## src/rtl/alu_req_driver.sv

```systemverilog
// rtl/alu_req_driver.sv - queued request driver for an attached combinational ALU
// Requests queue in a FIFO, are presented to the ALU for SETTLE cycles, then answered in order.
module alu_req_driver #(
    parameter int WIDTH  = 8,
    parameter int DEPTH  = 4,
    parameter int SETTLE = 1
) (
    input  logic                   clk,
    input  logic                   rst,
    input  logic                   req_valid,
    output logic                   req_ready,
    input  logic [3:0]             req_opcode,
    input  logic [WIDTH-1:0]       req_a,
    input  logic [WIDTH-1:0]       req_b,
    input  logic [4:0]             req_shift,
    input  logic [3:0]             req_tag,
    output logic [3:0]             alu_opcode,
    output logic [WIDTH-1:0]       alu_input1,
    output logic [WIDTH-1:0]       alu_input2,
    output logic [4:0]             alu_shiftValue,
    input  logic [WIDTH-1:0]       alu_result,
    input  logic                   alu_carryFlag,
    output logic                   rsp_valid,
    input  logic                   rsp_ready,
    output logic [WIDTH-1:0]       rsp_result,
    output logic                   rsp_carry,
    output logic [3:0]             rsp_tag,
    output logic                   rsp_illegal,
    output logic                   busy,
    output logic [$clog2(DEPTH):0] pending
);
    localparam int AW = $clog2(DEPTH);
    localparam int CW = AW + 1;
    localparam logic [3:0] LAST_LEGAL = 4'd10;

    typedef enum logic [1:0] {IDLE, DRIVE, RESP} state_t;

    typedef struct packed {
        logic [3:0]       opcode;
        logic [WIDTH-1:0] a;
        logic [WIDTH-1:0] b;
        logic [4:0]       shift;
        logic [3:0]       tag;
    } cmd_t;

    cmd_t          mem [DEPTH];
    logic [AW-1:0] wr_ptr;
    logic [AW-1:0] rd_ptr;
    logic [CW-1:0] count;
    state_t        state;
    logic [3:0]    settle_cnt;
    logic [3:0]    cur_tag;
    cmd_t          head;
    logic          full;
    logic          push;
    logic          pop;

    assign head      = mem[rd_ptr];
    assign full      = (count == CW'(DEPTH));
    assign req_ready = !full;
    assign push      = req_valid && !full;
    // Pop from IDLE, or straight out of RESP on the handshake edge so there is no idle bubble.
    assign pop       = (count != '0) && ((state == IDLE) || (state == RESP && rsp_ready));
    assign pending   = count;
    assign busy      = (state != IDLE) || (count != '0);

    always_ff @(posedge clk) begin
        if (rst) begin
            wr_ptr <= '0;
            rd_ptr <= '0;
            count  <= '0;
        end else begin
            if (push) begin
                mem[wr_ptr] <= {req_opcode, req_a, req_b, req_shift, req_tag};
                wr_ptr      <= wr_ptr + 1'b1;
            end
            if (pop) begin
                rd_ptr <= rd_ptr + 1'b1;
            end
            count <= count + CW'(push) - CW'(pop);
        end
    end

    always_ff @(posedge clk) begin
        if (rst) begin
            state          <= IDLE;
            settle_cnt     <= '0;
            cur_tag        <= '0;
            alu_opcode     <= '0;
            alu_input1     <= '0;
            alu_input2     <= '0;
            alu_shiftValue <= '0;
            rsp_valid      <= 1'b0;
            rsp_result     <= '0;
            rsp_carry      <= 1'b0;
            rsp_tag        <= '0;
            rsp_illegal    <= 1'b0;
        end else if (pop) begin
            if (head.opcode > LAST_LEGAL) begin
                // Illegal opcodes never reach the ALU; answer immediately.
                state          <= RESP;
                rsp_valid      <= 1'b1;
                rsp_illegal    <= 1'b1;
                rsp_result     <= '0;
                rsp_carry      <= 1'b0;
                rsp_tag        <= head.tag;
                alu_opcode     <= '0;
                alu_input1     <= '0;
                alu_input2     <= '0;
                alu_shiftValue <= '0;
            end else begin
                state          <= DRIVE;
                settle_cnt     <= 4'(SETTLE - 1);
                cur_tag        <= head.tag;
                rsp_valid      <= 1'b0;
                alu_opcode     <= head.opcode;
                alu_input1     <= head.a;
                alu_input2     <= head.b;
                alu_shiftValue <= head.shift;
            end
        end else begin
            case (state)
                DRIVE: begin
                    if (settle_cnt == '0) begin
                        state          <= RESP;
                        rsp_valid      <= 1'b1;
                        rsp_illegal    <= 1'b0;
                        rsp_result     <= alu_result;
                        rsp_carry      <= alu_carryFlag;
                        rsp_tag        <= cur_tag;
                        alu_opcode     <= '0;
                        alu_input1     <= '0;
                        alu_input2     <= '0;
                        alu_shiftValue <= '0;
                    end else begin
                        settle_cnt <= settle_cnt - 1'b1;
                    end
                end
                RESP: begin
                    if (rsp_ready) begin
                        state     <= IDLE;
                        rsp_valid <= 1'b0;
                    end
                end
                default: ;
            endcase
        end
    end
endmodule

```

## config.mk

```make
export PLATFORM = sky130hd
export DESIGN_NAME = alu_req_driver
export DESIGN_NICKNAME = d
export VERILOG_FILES = /design/src/rtl/alu_req_driver.sv
export SDC_FILE = /design/constraint.sdc
export NUM_CORES = 1
export LEC_CHECK = 0
export BUFFER_PORTS_ARGS = -buffer_cell sky130_fd_sc_hd__buf_4
export CAP_MARGIN = 20
export CORE_UTILIZATION = 54
export CTS_CLUSTER_SIZE = 20
export DETAILED_ROUTE_END_ITERATION = 16
export PLACE_DENSITY_LB_ADDON = 0.25
export SLEW_MARGIN = 40
export SYNTH_ARGS = -nofsm -noshare
export SYNTH_HDL_FRONTEND = slang
export SYNTH_SLANG_ARGS = --single-unit
```

## constraint.sdc

```tcl
create_clock -name clk -period 6 [get_ports clk]
set_input_delay 0.6 -clock clk [delete_from_list [all_inputs] [get_ports clk]]
set_output_delay 0.6 -clock clk [all_outputs]
set_load 0.01 [all_outputs]
```

==> metrics.yaml, run 1 <==
synthesis:
  synth-seq-cells: 174
  synth.net_count: 458
  netlist_area_um2: 6675
  ys_warn_count: 0
  async_flop_share_pct: 0
  synth_edf_count: 116
  synth_flop_cell: "edfxtp_1"
  yosysUniqueCellTypes: 45
  yosysSeqAreaShare_pct: 69.58
  netlist_instances: 407
  syn_area_per_cell_um2: 16.40
finish:
  mostFrequentLayoutCell: "edfxtp_1"
  final_cell_mix: "116 x edfxtp_1, 94 x buf_4, 57 x dfxtp_1"
  nFillCells: 825
  seq_area_um2: 4646
  drive_gt1_share_pct: 31.78
  design_area_um2: 8083
  nets: 554
  multi_input_area_um2: 1847
  area_growth_pct: 21.09
  insertedDiodeCount: 0
detailed_routing:
  drtIter0Drc: 309
  wirelength_um: 12340
  dr.pass1.iters: 4
  vias: 3827
  avgRoutedWirePerCell_um: 18.61
  antenna_left: 0
  viasPerCell: 5.772
  drc_errors: 0
timing:
  rsz0062_at_grt: "no"
  finalSetupTns_ns: 0
  slew_viol_final: 0
  relSlewSlack_pct: 51.53
  clock_skew_ns: 0.005110
  tightest_slew_ns: 0.7214
  fmax_mhz: 329.0
  setup_viol: 0
  hold_violations: 0
  fin_crit_sh_pct: 50.65
  layout_min_cycle_time_ns: 3.039
setup_path:
  worst_ep_required_time_ns: 6.37
  cp_num_cells: 6
  crit_arrival_ns: 3.41
  worstSetupStartpointType: "flip-flop"
  path_cells: "buf_4, mux4_2, a21o_1, a211oi_4, buf_4, a22o_1"
  crit_buf_inv: 2
  cp_max_fo: 23
  crit_top_cell: "buf_4"
  crit_type: "flip-flop to flip-flop"
  reg2reg_setup_slack_ns: 2.96
  cp-end-kind: "flip-flop"
  r2r_cells: 6
  max_stage_delay_ns: 0.62
  r2r_end: "alu_shiftValue[2]$_SDFFE_PP0P_"
  cp_slowest_cell: "mux4_2"
  critical_path.top_delay_family: "compound AO/OA/AOI/OAI gates"
place:
  port_buffers: 86
  globalplace.congestion: 0.7551
  dp_hpwl_um: 7739
  placed_cell_area_um2: 7487
clock_network:
  clock_sinks: 174
  post_cts_resize_count: 0
  cts_buffers: 17
  clockRootBuffer: "clkbuf_16"
  cts.reportedPaths.clkPinSlew_ns: 0.06
  cts_htree_levels: 4
  hold_buffers: 0
  cts.path.max_buffers: 2
  cts_setup_buffers: 0
  clock_latency_ns: 0.42
  cts_tree: "yes"
worst_hold_path:
  min-delay-start: "req_shift[0]"
  worstHoldPathCells: 1
  holdPathEnd: "mem[0][4]$_DFFE_PP_"
  hold_class: "input pin to flip-flop"
global_routing:
  track_usage_pct: 21.32
  grt_antenna_before_repair: 0
  grt_pass1_vias: 3978
  grt.overflow.total: 0
  grt_max_degree: 34
  grt_pass1_wl_um: 20120
power_and_ir_drop:
  ir_worst_vdd_mv: 0.2499
  power_mw: 3.738
  p_per_area_nw_per_um2: 462.4
  leakage_nw: 2.889
floorplan:
  io_pins: 87
  core-area_um2: 12010
  start_util_pct: 55.57
  num_rows: 40
  dieWidth_um: 113.2
  die_h_um: 113.2
  dieArea_um2: 12810
outcome:
  status: "completed"
flow_run:
  maxCapViolations: 0
==> how the worst max path moves through the flow <==
stage	start	endpoint	slack (ns)
detailed placement	flip-flop	alu_input1[2]$_SDFFE_PP0P_	2.94
floorplan	pending[2]$_SDFF_PP0_	pending[2]$_SDFF_PP0_	3.60
global placement	flip-flop	alu_input1[1]$_SDFFE_PP0P_	2.76
CTS	flip-flop	alu_shiftValue[2]$_SDFFE_PP0P_	2.90
finish	flip-flop	alu_shiftValue[2]$_SDFFE_PP0P_	2.96
global route	flip-flop	alu_shiftValue[2]$_SDFFE_PP0P_	2.71
==> area by class of cell <==
type                    instances  share of cell area (%)
flip-flops and latches        174                   57.48
multi-input cells             192                   22.85
inverters                      22                   1.022
clock buffers                  18                   5.310
clock inverters                14                   2.059
well taps                     147                   2.276
repair buffers                 96                   9.009
==> kinds of logic after synthesis <==
family / count (synthesis) / synth area share (%)
compound gates: 76 / 9.110
buf+inv: 41 / 2.849
fa+ha+maj: 9 / 1.800
xor+xnor: 5 / 0.6560
mux: 36 / 10.85
flops: 174 / 69.58
simple gates: 66 / 5.155
==> worst reg2reg max path: cells and delay by family (launching register included) <==
family,cells,cell delay [ns]
AO/OA/AOI/OAI,3,1.05
buffers and inverters,2,0.80
multiplexers,1,0.63
flip-flops,1,0.51
==> flip-flops by register name (all words and copies together) (netlist names), 2 cells and up, named ones only <==
name and cells:
alu_input2 8, mem 116, rsp_result 8, rsp_tag 4, cur_tag 4, rd_ptr 2
wr_ptr 2, pending 3, settle_cnt 4, alu_shiftValue 5, alu_opcode 4, alu_input1 8
==> through the flow <==
stage | setup slack, ns | util (%) | hold slack, ns | std cells
detailed placement | 2.938 | 62.33 | 0.4604 | 631
global route | 2.713 | 67.29 | 0.3607 | 663
floorplan | 3.596 | - | 0.4381 | 407
finish | 2.961 | 67.29 | 0.3724 | 663
CTS | 2.900 | 67.29 | 0.3541 | 663
global placement | 2.755 | 62.08 | 0.4466 | 628
==> cells in the mapped netlist, types with 6 or more instances <==
cell	n	share of area [%]
edfxtp_1	116	52
ha_1	8	1.5
a311oi_1	9	1.2
a21oi_1	16	1.2
dfxtp_1	58	17
nand3_1	6	0.45
mux2i_1	6	0.90
a221oi_1	9	1.2
a22o_1	25	3.3
inv_1	20	1.1
nand2_1	24	1.3
nor2_1	9	0.51
mux4_2	29	9.8
clkbuf_1	8	0.45
==> power breakdown <==
| group | total, mW | internal, mW | switching [mW] | leakage, nW |
|---|---|---|---|---|
| sequential | 1.57 | 1.45 | 0.116 | 1.53 |
| combinational | 1.06 | 0.506 | 0.559 | 1.08 |
| clock | 1.10 | 0.655 | 0.450 | 0.280 |
| total | 3.74 | 2.61 | 1.12 | 2.89 |
==> routing by layer <==
| metal | GRT usage (%) | share of wire (%) |
|---|---|---|
| met4 | 10.26 | 2.0 |
| met1 | 25.35 | 42 |
| met3 | 5.517 | 5.4 |
| met2 | 36.32 | 51 |
| met5 | 0 | 0 |
Note: power is estimated with default switching activity, not from simulation.
==> inputs of run 2 (changes only) <==
--- a/config.mk
+++ b/config.mk
@@ -7,7 +7,7 @@
 export LEC_CHECK = 0
 export BUFFER_PORTS_ARGS = -buffer_cell sky130_fd_sc_hd__buf_4
 export CAP_MARGIN = 20
-export CORE_UTILIZATION = 54
+export CORE_UTILIZATION = 51
 export CTS_CLUSTER_SIZE = 20
 export DETAILED_ROUTE_END_ITERATION = 16
 export PLACE_DENSITY_LB_ADDON = 0.25
==> constraint.sdc (replaced) <==
create_clock -name clk -period 2.5 [get_ports clk]
set_input_delay 0.25 -clock clk [delete_from_list [all_inputs] [get_ports clk]]
set_output_delay 0.25 -clock clk [all_outputs]
set_load 0.01 [all_outputs]
==> run 2 against run 1 <==
  * Via count rose by 0.84%
  * Utilization fell by 2.7 points
  * Clock skew rose by 0.0028 ns
  * Worst setup slack got worse by 2.8 ns
  * Power rose by 140%
  * Cell area rose by 1.2%
  * Sequential share of layout area fell by 0.69 points
  * Sequential power rose by 140%
  * Largest power group unchanged
  * Combinational power rose to 2.6 times the previous value
  * Wire length rose by 1.2%
  * Non-clock buffer count rose by 10
  * Worst hold slack got worse by 0.34 ns
  * Critical path type unchanged
==> metrics.yaml, run 2 (same netlist as run 1, synthesis figures left out) <==
setup_path:
  cp_slowest_cell: "or3_1"
  cp-end-kind: "flip-flop"
  worstSetupStartpointType: "flip-flop"
  crit_type: "flip-flop to flip-flop"
  max_stage_delay_ns: 0.45
  path_cells: "or3_1, nand3_2, inv_2, ha_1, inv_1, ha_1, fa_1, xnor2_1, xnor2_1, nor2_1"
  crit_arrival_ns: 2.64
  worst_ep_required_time_ns: 2.79
  cp_max_fo: 5
floorplan:
  die_h_um: 116.4
  dieArea_um2: 13550
  start_util_pct: 52.68
  io_pins: 87
  num_rows: 41
  dieWidth_um: 116.4
  core-area_um2: 12670
clock_network:
  clock_latency_ns: 0.41
  cts_tree: "yes"
  hold_buffers: 0
  post_cts_resize_count: 0
  clockRootBuffer: "clkbuf_16"
  cts_setup_buffers: 0
  clock_sinks: 174
  cts_htree_levels: 4
  cts_buffers: 17
  cts.reportedPaths.clkPinSlew_ns: 0.06
  cts.path.max_buffers: 2
detailed_routing:
  wl_met1_um: 5323
  wirelength_um: 12490
  highest_layer: "met4"
  drtIter0Drc: 313
  wl_met2_um: 6323
  dr.pass1.iters: 4
  drc_errors: 0
  vias: 3859
  wl_met3_um: 770
  viasPerCell: 5.529
  antenna_left: 0
  avgRoutedWirePerCell_um: 17.90
finish:
  final_cells: 698
  drive_gt1_share_pct: 33.65
  nets: 564
  nFillCells: 910
  largest_reg_flops: 116
  final_cell_mix: "116 x edfxtp_1, 103 x buf_4, 57 x dfxtp_1"
  mostFrequentLayoutCell: "edfxtp_1"
  largest-register: "mem"
  insertedDiodeCount: 0
  area_growth_pct: 22.57
global_routing:
  grt_max_degree: 30
  grt_pass1_wl_um: 20060
  grt.overflow.total: 0
  track_usage_pct: 20.45
  grt_antenna_before_repair: 0
  grt_pass1_vias: 3882
place:
  dp_hpwl_um: 8214
  dp.cells: 666
  globalplace.congestion: 0.8268
  port_buffers: 86
  pre_cts_ws_ns: 0.1428
timing:
  finalSetupTns_ns: 0
  fin_crit_sh_pct: 93.92
  setup_slack_ns: 0.1519
  clock_skew_ns: 0.007949
  relSlewSlack_pct: 60.07
  layout_min_cycle_time_ns: 2.348
  setup_viol: 0
  whs_ns: 0.03189
  hold_violations: 0
  tightest_slew_ns: 0.5970
  slew_viol_final: 0
  rsz0062_at_grt: "no"
  fmax_mhz: 425.9
power_and_ir_drop:
  power_mw: 8.934
  ir_worst_vdd_mv: 0.8461
  p_per_area_nw_per_um2: 1092
  leakage_nw: 2.946
outcome:
  status: "completed"
worst_hold_path:
  hold_class: "input pin to flip-flop"
flow_run:
  maxCapViolations: 0
[run 2: cell types whose count changed in the layout (fill, tap and decap cells not counted), sizes merged]
cell / delta
clkinv: +3
buf: +10
clkinvlp: -3
inv: +2
bufinv: -2
[run 2: critical path, delay by kind of cell, from the launching register on]
family        cells  cell delay (ns)
flops             1             0.35
fa+ha+maj         3             0.83
simple gates      3             0.63
buf+inv           2             0.08
xor+xnor          2             0.37
[run 2: layer usage]
layer / up-vias / GRT usage, %
met4: 0 / 6.239
met1: 1916 / 25.69
met2: 109 / 33.89
met5: - / 0
met3: 6 / 6.642
li1: 1828 / -
[run 2: layout make-up]
| type | count | area, um2 | area share [%] |
|---|---|---|---|
| Inverter | 22 | 82.58 | 1.009 |
| Timing Repair Buffer | 106 | 824.5 | 10.08 |
| Multi-Input combinational cell | 192 | 1849 | 22.60 |
| Clock buffer | 18 | 429.2 | 5.245 |
| Tap cell | 172 | 215.2 | 2.630 |
| Clock inverter | 14 | 135.1 | 1.652 |
| Sequential cell | 174 | 4646 | 56.78 |
[run 2: stage by stage]
stage | util (%) | instance area [um2]
after floorplan | - | 6675
after CTS | 64.55 | 8179
after global placement | 60.01 | 7604
final | 64.57 | 8182
after detailed placement | 60.10 | 7615
after global routing | 64.57 | 8182
[run 2: worst paths after layout]
kind / startpoint / to / slack [ns] / depth (start not counted)
setup / recovery: pending[2]$_SDFF_PP0_ / pending[2]$_SDFF_PP0_ / 0.15 / 10
hold reg to reg: cur_tag[1]$_SDFFE_PP0P_ / cur_tag[1]$_SDFFE_PP0P_ / 0.46 / 2
setup reg to reg: pending[2]$_SDFF_PP0_ / pending[2]$_SDFF_PP0_ / 0.15 / 10
hold / removal: req_b[1] / mem[0][10]$_DFFE_PP_ / 0.03 / 1
[run 2: power breakdown]
group,switching (mW),internal (mW),leakage [nW]
combinational,1.41,1.32,1.14
clock,1.09,1.39,0.280
sequential,0.247,3.48,1.53
total,2.74,6.19,2.95
==> inputs of run 3 (changes only) <==
--- a/config.mk
+++ b/config.mk
@@ -5,9 +5,10 @@
 export SDC_FILE = /design/constraint.sdc
 export NUM_CORES = 1
 export LEC_CHECK = 0
+export ABC_AREA = 1
 export BUFFER_PORTS_ARGS = -buffer_cell sky130_fd_sc_hd__buf_4
 export CAP_MARGIN = 20
-export CORE_UTILIZATION = 51
+export CORE_UTILIZATION = 52
 export CTS_CLUSTER_SIZE = 20
 export DETAILED_ROUTE_END_ITERATION = 16
 export PLACE_DENSITY_LB_ADDON = 0.25
==> run 3 against run 2 <==
  * Register-to-register slack improved by 0.10 ns
  * Non-clock buffer count decreased by 7
  * Power increased by 7.9%
  * Via count increased by 20%
  * Worst hold slack got worse by 0.0053 ns
  * Sequential share of layout area increased by 0.096 points
  * Synthesized cell count increased by 50%
  * Cell area decreased by 0.17%
  * Clock skew decreased by 0.00086 ns
  * Sequential power increased by 1%
  * Synthesized area increased by 2.0%
  * Worst setup slack improved by 0.10 ns
  * Critical endpoint is now rsp_result[0]$_SDFFE_PP0P_
  * Largest power group unchanged
==> metrics.yaml, run 3 <==
outcome:
  status: "completed"
finish:
  nets: 748
  area_growth_pct: 19.98
  final_cell_mix: "116 x edfxtp_1, 101 x nand2_1, 99 x buf_4"
  largest-register: "mem"
  final_cells: 882
  insertedDiodeCount: 0
  drive_gt1_share_pct: 23.38
  design_area_um2: 8168
  mostFrequentLayoutCell: "edfxtp_1"
  largest_reg_flops: 116
worst_hold_path:
  hold_class: "input pin to flip-flop"
floorplan:
  io_pins: 87
  dieWidth_um: 116.4
  dieArea_um2: 13550
  core-area_um2: 12670
  num_rows: 41
  die_h_um: 116.4
  start_util_pct: 53.73
timing:
  layout_min_cycle_time_ns: 2.248
  hold_violations: 0
  setup_viol: 0
  setup_slack_ns: 0.2517
  tightest_slew_ns: 0.6946
  relSlewSlack_pct: 53.58
  fmax_mhz: 444.8
  fin_crit_sh_pct: 89.93
  finalSetupTns_ns: 0
  rsz0062_at_grt: "no"
  slew_viol_final: 0
  clock_skew_ns: 0.007092
synthesis:
  synth_edf_count: 116
  synth.net_count: 661
  yosys.cell_count.top_type: "edfxtp_1"
  yosysUniqueCellTypes: 30
  synthTopCellsByCount: "116 x edfxtp_1, 101 x nand2_1, 68 x nor2_1"
  netlist.top_cell.by_area: "edfxtp_1"
  ys_warn_count: 0
  async_flop_share_pct: 0
  netlist_area_um2: 6808
  yosysSeqAreaShare_pct: 68.22
  syn_area_per_cell_um2: 11.16
  synth-seq-cells: 174
  synth_area_leaders: "edfxtp_1 51%, dfxtp_1 17%, nand2_1 5.6%"
  post-synth-top-area-fraction_pct: 51.17
  synth_flop_cell: "edfxtp_1"
  netlist_instances: 610
detailed_routing:
  vias: 4647
  dr.pass1.iters: 4
  drc_errors: 0
  antenna_left: 0
  drtIter0Drc: 319
  avgRoutedWirePerCell_um: 16.05
  viasPerCell: 5.269
  wirelength_um: 14160
place:
  globalplace.congestion: 0.8064
  port_buffers: 86
  dp.cells: 850
  dp_hpwl_um: 8671
  placed_cell_area_um2: 7596
  pre_cts_ws_ns: 0.2568
setup_path:
  crit_arrival_ns: 2.59
  worstSetupStartpointType: "flip-flop"
  cp_max_fo: 26
  worst_ep_required_time_ns: 2.84
  crit_type: "flip-flop to flip-flop"
  cp-end-kind: "flip-flop"
global_routing:
  grt.overflow.total: 0
  grt_pass1_vias: 4521
  track_usage_pct: 22.41
  grt_max_degree: 49
  grt_antenna_before_repair: 0
  grt_pass1_wl_um: 22250
clock_network:
  cts.reportedPaths.clkPinSlew_ns: 0.06
  cts_setup_buffers: 0
  post_cts_resize_count: 0
  cts_buffers: 17
  clock_latency_ns: 0.42
  cts.path.max_buffers: 2
  cts_tree: "yes"
  clockRootBuffer: "clkbuf_16"
  clock_sinks: 174
  cts_htree_levels: 4
  hold_buffers: 0
power_and_ir_drop:
  leakage_nw: 3.094
  p_per_area_nw_per_um2: 1180
  ir_worst_vdd_mv: 0.6970
flow_run:
  maxCapViolations: 0
==> run 3: cells by family (layout without fill, tap and decap cells) <==
logic type | count (synthesis) | in the layout | share of synthesized area (%)
AO/OA/AOI/OAI | 132 | 132 | 10.81
buffers and inverters | 67 | 167 | 4.723
adder cells (fa/ha/maj) | 9 | 9 | 1.764
AND/OR/NAND/NOR | 224 | 224 | 13.97
flip-flops | 174 | 174 | 68.22
XOR/XNOR | 4 | 4 | 0.5147
==> run 3: cell type report <==
| cell class | instances | area [um2] |
|---|---|---|
| sequential | 174 | 4646 |
| fill | 993 | 4503 |
| multi-input combinational | 369 | 1857 |
| timing repair buffer | 99 | 743.2 |
| clock buffer | 24 | 491.7 |
| tap | 172 | 215.2 |
| inverter | 36 | 135.1 |
| clock inverter | 8 | 80.08 |
==> run 3: power by group <==
part           switching (mW)  leakage (nW)  internal (mW)
sequential              0.265          1.53           3.51
combinational            2.16          1.29           1.19
clock                    1.03         0.274           1.48
total                    3.45          3.09           6.18
==> run 3: through the flow <==
step / util (%) / hold slack, ns / power [mW]
finish: 64.46 / 0.02657 / 9.638
global route: 64.46 / 0.002437 / 10.24
CTS: 64.46 / 0.002854 / 9.691
detailed placement: 59.95 / 0.4526 / 7.164
global placement: 59.95 / 0.4482 / 7.033
floorplan: - / 0.3489 / 6.225
==> run 3: path summary, 6_finish.rpt <==
check	start	endpoint	slack, ns	cells past startpoint
worst max-delay path	settle_cnt[0]$_SDFFE_PP0P_	rsp_result[0]$_SDFFE_PP0P_	0.25	9
worst min-delay path	req_tag[3]	mem[3][3]$_DFFE_PP_	0.03	1
worst max register to register	settle_cnt[0]$_SDFFE_PP0P_	rsp_result[0]$_SDFFE_PP0P_	0.25	9
worst min register to register	alu_input1[3]$_SDFFE_PP0P_	alu_input1[3]$_SDFFE_PP0P_	0.46	2
==> run 3: layer usage <==
metal	vias up	global-route usage [%]	wire length (um)	part of all wire, %
met2	152	37.36	7126	50
met5	-	0	0	0
met3	22	5.553	907	6.4
li1	2275	-	-	-
met4	0	12.48	287	2.0
met1	2198	26.69	5838	41
==> run 3: critical path, cell delays in order, from the launching register on <==
cell	delay [ns]
dfxtp_1	0.34
inv_1	0.09
ha_1	0.21
nand2_1	0.12
nor2_2	0.12
nor2_4	0.58
inv_2	0.23
nand2_4	0.24
nand2_1	0.09
a21oi_1	0.15
